<file path="src/rtl/seg_scan_pkg.sv">
// -----------------------------------------------------------------------------
// seg_scan_pkg
// Shared constants and types for the 8-digit multiplexed 7-segment scanner.
//   - SEG_HEX_0..SEG_HEX_F : active-low {dp,g,f,e,d,c,b,a} patterns, dp off
//   - SEG_BLANK / AN_OFF   : all segments off / all digits off
//   - digit_idx_t          : 3-bit digit scan index
// -----------------------------------------------------------------------------
package seg_scan_pkg;

  typedef logic [2:0] digit_idx_t;

  localparam logic [7:0] SEG_BLANK = 8'hFF;
  localparam logic [7:0] AN_OFF    = 8'hFF;

  // Bit 7 is the decimal point, kept dark (1) for every hex glyph.
  localparam logic [7:0] SEG_HEX_0 = 8'b1_1000000;
  localparam logic [7:0] SEG_HEX_1 = 8'b1_1111001;
  localparam logic [7:0] SEG_HEX_2 = 8'b1_0100100;
  localparam logic [7:0] SEG_HEX_3 = 8'b1_0110000;
  localparam logic [7:0] SEG_HEX_4 = 8'b1_0011001;
  localparam logic [7:0] SEG_HEX_5 = 8'b1_0010010;
  localparam logic [7:0] SEG_HEX_6 = 8'b1_0000010;
  localparam logic [7:0] SEG_HEX_7 = 8'b1_1111000;
  localparam logic [7:0] SEG_HEX_8 = 8'b1_0000000;
  localparam logic [7:0] SEG_HEX_9 = 8'b1_0010000;
  localparam logic [7:0] SEG_HEX_A = 8'b1_0001000;
  localparam logic [7:0] SEG_HEX_B = 8'b1_0000011;
  localparam logic [7:0] SEG_HEX_C = 8'b1_1000110;
  localparam logic [7:0] SEG_HEX_D = 8'b1_0100001;
  localparam logic [7:0] SEG_HEX_E = 8'b1_0000110;
  localparam logic [7:0] SEG_HEX_F = 8'b1_0001110;

endpackage

</file>
<file path="src/rtl/hex_to_seg7.sv">
// -----------------------------------------------------------------------------
// hex_to_seg7
// Combinational hex nibble to active-low 7-segment decoder (dp always off).
//   nibble : in  [3:0]  hex digit
//   seg    : out [7:0]  {dp,g,f,e,d,c,b,a}, active-low
// -----------------------------------------------------------------------------
module hex_to_seg7
  import seg_scan_pkg::*;
(
  input  logic [3:0] nibble,
  output logic [7:0] seg
);

  always_comb begin
    // NOTE: default assignment first so no path through the case leaves seg
    // unassigned; otherwise synthesis infers a latch.
    seg = SEG_BLANK;
    unique case (nibble)
      4'h0: seg = SEG_HEX_0;
      4'h1: seg = SEG_HEX_1;
      4'h2: seg = SEG_HEX_2;
      4'h3: seg = SEG_HEX_3;
      4'h4: seg = SEG_HEX_4;
      4'h5: seg = SEG_HEX_5;
      4'h6: seg = SEG_HEX_6;
      4'h7: seg = SEG_HEX_7;
      4'h8: seg = SEG_HEX_8;
      4'h9: seg = SEG_HEX_9;
      4'hA: seg = SEG_HEX_A;
      4'hB: seg = SEG_HEX_B;
      4'hC: seg = SEG_HEX_C;
      4'hD: seg = SEG_HEX_D;
      4'hE: seg = SEG_HEX_E;
      4'hF: seg = SEG_HEX_F;
      default: seg = SEG_BLANK;
    endcase
  end

endmodule

</file>
<file path="src/rtl/seg_scan.sv">
// -----------------------------------------------------------------------------
// seg_scan
// Shows a 32-bit value as 8 hex digits on a time-multiplexed common-anode
// 7-segment display. New values are captured into a pending register and only
// moved to the display register at frame boundaries, so one frame never mixes
// digits of two different values.
//
// Parameters:
//   SCAN_DIV : clock cycles each digit stays lit (2..2^20)
//   DIGITS   : digits scanned, fixed at 8
// Ports:
//   clk        : in   system clock, rising edge
//   rst_n      : in   asynchronous active-low reset
//   num        : in   [31:0] value to display
//   num_valid  : in   capture strobe for num
//   an         : out  [7:0] digit enables, active-low, an[0] = LS nibble
//   seg        : out  [7:0] segments {dp,g,f,e,d,c,b,a}, active-low
//   frame_done : out  one-cycle pulse after each full 8-digit scan
//
// Build option: define SEG_SCAN_LZ_BLANK_EN to blank leading zero digits
// (digit 0 is always shown).
// -----------------------------------------------------------------------------
module seg_scan
  import seg_scan_pkg::*;
#(
  parameter int SCAN_DIV = 50000,
  parameter int DIGITS   = 8
) (
  input  logic              clk,
  input  logic              rst_n,
  input  logic [31:0]       num,
  input  logic              num_valid,
  output logic [DIGITS-1:0] an,
  output logic [7:0]        seg,
  output logic              frame_done
);

  localparam int PW = (SCAN_DIV > 1) ? $clog2(SCAN_DIV) : 1;

  logic [PW-1:0] prescaler;
  digit_idx_t    index;
  logic [31:0]   pending;
  logic [31:0]   display;
  logic          pend_flag;

  logic          tick;
  logic          boundary;
  logic [3:0]    nibble;
  logic [7:0]    seg_dec;
  logic          blank;

  assign tick     = (prescaler == PW'(SCAN_DIV - 1));
  assign boundary = tick && (index == digit_idx_t'(DIGITS - 1));
  assign nibble   = display[{index, 2'b00} +: 4];

  hex_to_seg7 u_dec (
    .nibble (nibble),
    .seg    (seg_dec)
  );

`ifdef SEG_SCAN_LZ_BLANK_EN
  // A digit is a leading zero when it and every more-significant nibble are 0.
  assign blank = (index != '0) && ((display >> {index, 2'b00}) == 32'd0);
`else
  assign blank = 1'b0;
`endif

  // NOTE: all sequential state uses non-blocking assignments so every register
  // samples pre-edge values, independent of statement order.
  always_ff @(posedge clk or negedge rst_n) begin
    if (!rst_n) begin
      prescaler  <= '0;
      index      <= '0;
      pending    <= '0;
      pend_flag  <= 1'b0;
      display    <= '0;
      frame_done <= 1'b0;
      an         <= AN_OFF;
      seg        <= SEG_BLANK;
    end else begin
      prescaler <= tick ? '0 : prescaler + PW'(1);
      if (tick) index <= index + 3'd1;

      // A strobe landing exactly on the boundary goes straight to the display;
      // otherwise the newest strobe waits in pending for the next boundary.
      if (boundary && num_valid) begin
        display   <= num;
        pend_flag <= 1'b0;
      end else if (boundary && pend_flag) begin
        display   <= pending;
        pend_flag <= 1'b0;
      end else if (num_valid) begin
        pending   <= num;
        pend_flag <= 1'b1;
      end

      frame_done <= boundary;

      // Outputs follow the index/display registers by one cycle, so every
      // digit stays lit for exactly SCAN_DIV cycles.
      an  <= ~(DIGITS'(1) << index);
      seg <= blank ? SEG_BLANK : seg_dec;
    end
  end

endmodule

</file>
<file path="config.mk">
export PLATFORM = sky130hd
export DESIGN_NAME = seg_scan
export DESIGN_NICKNAME = d
export VERILOG_FILES = /design/src/rtl/seg_scan_pkg.sv /design/src/rtl/hex_to_seg7.sv /design/src/rtl/seg_scan.sv
export SDC_FILE = /design/constraint.sdc
export NUM_CORES = 1
export LEC_CHECK = 0
export CORE_MARGIN = 1
export CORE_UTILIZATION = 45
export DETAILED_ROUTE_END_ITERATION = 8
export GPL_TIMING_DRIVEN = 0
export PLACE_DENSITY = 0.76
export SYNTH_ARGS = -nofsm -noshare
export SYNTH_HDL_FRONTEND = slang
export SYNTH_SLANG_ARGS = --single-unit
</file>
<file path="constraint.sdc">
create_clock -name clk -period 6.5 [get_ports clk]
set_clock_uncertainty 0.05 [all_clocks]
set_input_delay 0.975 -clock clk [delete_from_list [all_inputs] [get_ports clk]]
set_output_delay 0.975 -clock clk [all_outputs]
set_load 0.05 [all_outputs]
</file>
==> results_dict.tcl, run 1 <==
set metrics [dict create \
    outcome "finished clean" \
    track_usage 0.195 \
    num_rows 37 \
    max_stage_delay_ns 0.79 \
    antenna_found_initial 0 \
    grt_pass1_wl_mm 17.1 \
    worstSetupStartpointType "register" \
    pwr-share-clk 0.346 \
    reg2reg_slack_ns 3.87 \
    cts_root_buf "clkbuf_8" \
    cts_max_path_buffers 2 \
    grt_setup_unrepaired "no" \
    hold_buffers 0 \
    min-delay-start "pending[8]" \
    synth_top_area_cell "dfrtp_1" \
    synth_warnings 0 \
    grt_pass1_vias 3521 \
    die_h_um 106 \
    core_mm2 0.0104 \
    cpLargestDelayFamily "buffers and inverters" \
    num_io_pins 52 \
    syn_inst 412 \
    cp_max_fo 1 \
    cts_made_buffers 9 \
    leakagePower_nw 2.47 \
    ys.flop_type "dfrtp_1" \
    maxCapViolCount 0 \
    vias_per_cell 5.52 \
    routed_wl_mm 9.98 \
    gp_congestion 0.848 \
    dpl-instance-area_mm2 0.00554 \
    avgSynthCellArea_um2 11.8 \
    dieArea_mm2 0.0112 \
    pwr-share-seq 0.577 \
    yosysSeqAreaShare 0.520 \
    start_util 0.468 \
    p_switching_mw 0.268 \
    powerDensity_mw_per_mm2 197 \
    hold_viol 0 \
    firstDrtPassIters 6 \
    vias 3392 \
    critical_path.cell_chain "clkdlybuf4s50_1" \
    r2r-end "seg[4]" \
    timing.rr.start "index[0]" \
    final_antenna_net_count 0 \
    hold_class "reg2reg" \
    post_cts_resized 0 \
    finalPower_mw 1.13 \
    post-route-min-period_ns 2.71 \
    diodes 0 \
    syn-cell-area_mm2 0.00485 \
    drt_iter0_drc 201 \
    synth_top_area_share 0.439 \
    fmax_mhz 369 \
    cts_tree "yes" \
    post-cts-setup-buffers 0 \
    worst_hold_path.endpoint "pending[8]" \
    synth_cell_types 42 \
    ys_ff_latch 100 \
    layout-drive-gt1-share 0.119 \
    required_ns 5.47 \
    path_class "reg2out" \
    switching_share 0.237 \
    synth_edf_count 0 \
    fin_area_mm2 0.00573 \
    comb_power_share 0.077 \
    yosysMostFrequentCell "dfrtp_1" \
    critical_path.startpoint "seg[1]" \
    nets 521 \
    tightest_slew_ns 0.603 \
    setup_viol 0 \
    syn2layout_area_growth_pct 18.2 \
    slew_violations 0 \
    clk_latency_ns 0.37 \
    reg2reg_depth 7 \
    timing.slew.headroom 0.587 \
    grt.overflow.total 0 \
    ys_top_cells_by_count "dfrtp_1 (85), a21oi_1 (35), mux2_1 (34), o21ai_0 (34), o31ai_1 (34)" \
    wire_per_inst_um 16.2 \
    synth_area_leaders "dfrtp_1 (44%), dfstp_2 (8.1%), mux2_1 (7.9%)" \
    cts_max_level 3 \
    end_kind "output port" \
    p_int_mw 0.862 \
    io_buffers 50 \
    post-route-period-util 0.416 \
    die_w_um 106 \
    syn_nets 459 \
    clk_pin_slew_ns 0.09 \
    worst_ep_arrival_time_ns 1.68 \
    grt_max_degree 74 \
    finalSetupTns_ns 0 \
    hold_path_depth 1 \
    drc 0 \
    dpl.hpwl_mm 7.15 \
    crit_buf_inv 1 \
    synth_async_sr_flop_share 1.00 \
    cts.sinks 100 \
    ir_worst_vdd_uv 172 \
    cpMaxStageDelayCell "clkdlybuf4s50_1" \
]
[power by group through the flow]
stage	sequential (mW)	clock (mW)	combinational, mW
2_1_floorplan	0.661	0	0.0413
5_1_grt	0.654	0.424	0.0972
3_5_place_dp	0.664	0	0.0879
6_report	0.652	0.391	0.0867
4_1_cts	0.652	0.400	0.0882
3_3_place_gp	0.663	0	0.0834
[worst register-to-register path, cell delays in order (launching register included)]
cell and delay, ns:
dfrtp_1 0.40, buf_6 0.18, mux4_1 0.57, mux2i_1 0.48, inv_1 0.14, ha_1 0.27
mux2_1 0.30, o21ai_1 0.16
[worst max path at each step]
stage / to / slack [ns] / depth (start not counted)
after CTS: seg[1] / 3.77 / 1
after detailed placement: display[20] / 3.67 / 5
after global routing: seg[4] / 3.71 / 7
after floorplan: seg[4] / 4.28 / 7
final: seg[1] / 3.79 / 1
after global placement: pending[16] / 0.83 / 1
[stage by stage]
| step | cells | hold WS [ns] | worst slack, ns | utilization |
|---|---|---|---|---|
| final | 614 | 0.447 | 3.79 | 0.553 |
| after global routing | 614 | 0.463 | 3.71 | 0.553 |
| after CTS | 614 | 0.455 | 3.77 | 0.553 |
| after detailed placement | 599 | 0.433 | 3.67 | 0.535 |
| after global placement | 598 | 0.425 | 0.832 | 0.532 |
| after floorplan | 412 | 0.415 | 4.28 | - |
[sequential cells by signal (all words and copies together) (netlist names)]
name,flops
an,8
frame_done,1
pending,32
display,32
pend_flag,1
index,3
seg,7
prescaler,16
[cells in the final DEF (no fill, tap or decap), drive strengths merged, types with 13 or more instances in the layout]
| cell type | count |
|---|---|
| nor2b | 33 |
| nand2 | 13 |
| o31ai | 34 |
| mux2 | 36 |
| a21oi | 35 |
| clkbuf | 23 |
| dfrtp | 85 |
| clkdlybuf4s50 | 49 |
| dfstp | 15 |
| o21ai | 37 |
| buf | 15 |
[kinds of logic (layout without fill, tap and decap cells)]
| kind of cell | count (synthesis) | count (layout) | synth area share |
|---|---|---|---|
| multiplexers | 54 | 54 | 0.150 |
| other | 1 | 1 | 0.000773 |
| XOR/XNOR | 12 | 12 | 0.0217 |
| adder cells (fa/ha/maj) | 12 | 12 | 0.0310 |
| buffers and inverters | 38 | 104 | 0.0351 |
| flip-flops | 100 | 100 | 0.520 |
| AO/OA/AOI/OAI | 112 | 112 | 0.137 |
| AND/OR/NAND/NOR | 83 | 83 | 0.104 |
[final cells by class]
class	count	area, µm²
tap	136	170
buffer	27	129
inverter	11	41.3
timing repair buffer	51	526
clock inverter	6	65.1
multi-input combinational	274	2160
clock buffer	9	124
fill	903	4640
sequential	100	2520
[routing by layer]
| metal | wire, µm | global-route usage |
|---|---|---|
| met5 | 0 | 0 |
| met2 | 4760 | 0.320 |
| met3 | 370 | 0.0451 |
| met1 | 4520 | 0.250 |
| met4 | 327 | 0.0784 |
Power figures use the tool's default switching activity.
==> inputs of run 2 (changes only) <==
--- a/config.mk
+++ b/config.mk
@@ -9,7 +9,7 @@
 export CORE_UTILIZATION = 45
 export DETAILED_ROUTE_END_ITERATION = 8
 export GPL_TIMING_DRIVEN = 0
-export PLACE_DENSITY = 0.76
+export PLACE_DENSITY = 0.78
 export SYNTH_ARGS = -nofsm -noshare
 export SYNTH_HDL_FRONTEND = slang
 export SYNTH_SLANG_ARGS = --single-unit
==> constraint.sdc (replaced) <==
create_clock -name clk -period 2.3 [get_ports clk]
set_clock_uncertainty 0.05 [all_clocks]
set_input_delay 0.345 -clock clk [delete_from_list [all_inputs] [get_ports clk]]
set_output_delay 0.345 -clock clk [all_outputs]
set_load 0.05 [all_outputs]
==> run 2 against run 1 <==
- core utilization rose by 1.4 points
- flip-flop and latch count did not move
- global-route usage fell by 0.40 points
- first-iteration DRC count rose by 1.0%
- via count rose by 1.4%
- register-to-register slack got worse by 3.8 ns
- cell area rose by 2.6%
- setup slack got worse by 3.7 ns
- non-clock buffer count rose by 10
- count of clock-buffer cells in the layout rose by 1
- critical path type is now reg2reg
- critical endpoint is now seg[1]
- largest cell class unchanged
- highest routed layer unchanged
==> results_dict.tcl, run 2 (same netlist as run 1, synthesis figures left out) <==
set metrics [dict create \
    outcome "finished clean" \
    num-fill-cells 881 \
    regArea_mm2 0.00252 \
    dieArea_mm2 0.0112 \
    dpl.hpwl_mm 7.25 \
    post-route-period-util 0.959 \
    cts_max_level 3 \
    drc 0 \
    multi_input_area_mm2 0.00220 \
    num_io_pins 52 \
    grt.overflow.total 0 \
    tightest_slew_ns 0.509 \
    final_antenna_net_count 0 \
    cts_root_buf "clkbuf_8" \
    maxCapViolCount 0 \
    antenna_found_initial 0 \
    gp_congestion 0.833 \
    cts_max_path_buffers 2 \
    cp_max_fo 9 \
    powerDensity_mw_per_mm2 546 \
    diodes 0 \
    syn2layout_area_growth_pct 21.3 \
    layout.cells.most_common_list "dfrtp_1 (85), clkdlybuf4s50_1 (49), a21oi_1 (35)" \
    worstSetupStartpointType "register" \
    layout-drive-gt1-share 0.158 \
    final_common_cell "dfrtp_1" \
    clk_latency_ns 0.38 \
    core_mm2 0.0104 \
    fin_area_mm2 0.00588 \
    cts_made_buffers 9 \
    start_util 0.468 \
    vias 3439 \
    path_class "reg2reg" \
    die_h_um 106 \
    grt_pass1_vias 3506 \
    wire_per_inst_um 16.0 \
    grt_pass1_wl_mm 16.6 \
    fmax_mhz 454 \
    hold_class "in2async" \
    ir_worst_vdd_uv 461 \
    fin_ws_ns 0.0951 \
    num_rows 37 \
    vias_per_cell 5.51 \
    routed_wl_mm 10.0 \
    hold_viol 0 \
    dp_slack_ns -0.218 \
    required_ns 2.54 \
    timing.slew.headroom 0.661 \
    die_w_um 106 \
    cts.sinks 100 \
    clk_pin_slew_ns 0.09 \
    leakagePower_nw 2.50 \
    end_kind "register" \
    setup_viol 0 \
    worst_ep_arrival_time_ns 2.45 \
    reg_top3 "display x32, pending x32, prescaler x16" \
    track_usage 0.191 \
    slew_violations 0 \
    grt_max_degree 64 \
    io_buffers 50 \
    firstDrtPassIters 4 \
    drt_iter0_drc 203 \
    finalSetupTns_ns 0 \
    cts_tree "yes" \
    nets 531 \
    post-route-min-period_ns 2.20 \
    dpl-instance-area_mm2 0.00554 \
]
## run 2: metrics by stage
| step | cells | util | power (mW) | hold WS, ns |
|---|---|---|---|---|
| finish | 624 | 0.567 | 3.21 | 0.424 |
| detailed placement | 599 | 0.535 | 2.12 | 0.295 |
| CTS | 621 | 0.562 | 3.25 | 0.432 |
| global placement | 598 | 0.532 | 2.11 | 0.425 |
| floorplan | 412 | - | 1.99 | -0.000591 |
| global route | 624 | 0.567 | 3.34 | 0.460 |
## run 2: cell type report
cell class              count  share of cell area
flip-flops and latches    100               0.429
multi-input cells         274               0.374
repair buffers             61               0.103
well taps                 136              0.0289
plain buffers              27              0.0251
clock buffers              10              0.0234
clock inverters             5              0.0106
inverters                  11             0.00702
## run 2: path summary, 6_finish.rpt
check / start / end / slack, ns / cells past startpoint
worst min-delay path: rst_n / prescaler[13] / 0.42 / 2
max in group asynchronous: rst_n / pending[4] / 1.12 / 3
min in group clk: pending[8] / pending[8] / 0.45 / 1
worst max-delay path: index[0] / seg[1] / 0.1 / 8
worst max register to register: index[0] / seg[1] / 0.1 / 8
worst min register to register: pending[8] / pending[8] / 0.45 / 1
## run 2: power by group
| group | leakage [nW] | switching [mW] | internal (mW) |
|---|---|---|---|
| sequential | 1.25 | 0.0280 | 1.81 |
| clock | 0.0946 | 0.595 | 0.530 |
| combinational | 1.15 | 0.120 | 0.126 |
| total | 2.50 | 0.743 | 2.47 |
## run 2: timing repair
| item | CTS | global route |
|---|---|---|
| setup endpoints to repair | 48 | 66 |
| hold buffers | 1 | 0 |
| resized for setup | 7 | 16 |
| setup buffers | 6 | 3 |
| hold endpoints to repair | 22 | 0 |
## run 2: metal layers
layer,global-route usage,share of wire
met4,0.0794,0.023
met3,0.0445,0.042
met2,0.321,0.51
met1,0.237,0.42
met5,0,0
## run 2: critical path, cell delays in order (launching register included)
cell     delay (ns)
dfrtp_1        0.42
buf_8          0.17
mux4_2         0.54
mux2i_4        0.19
buf_4          0.15
ha_1           0.12
inv_1          0.05
or3_1          0.36
o21ai_1        0.08
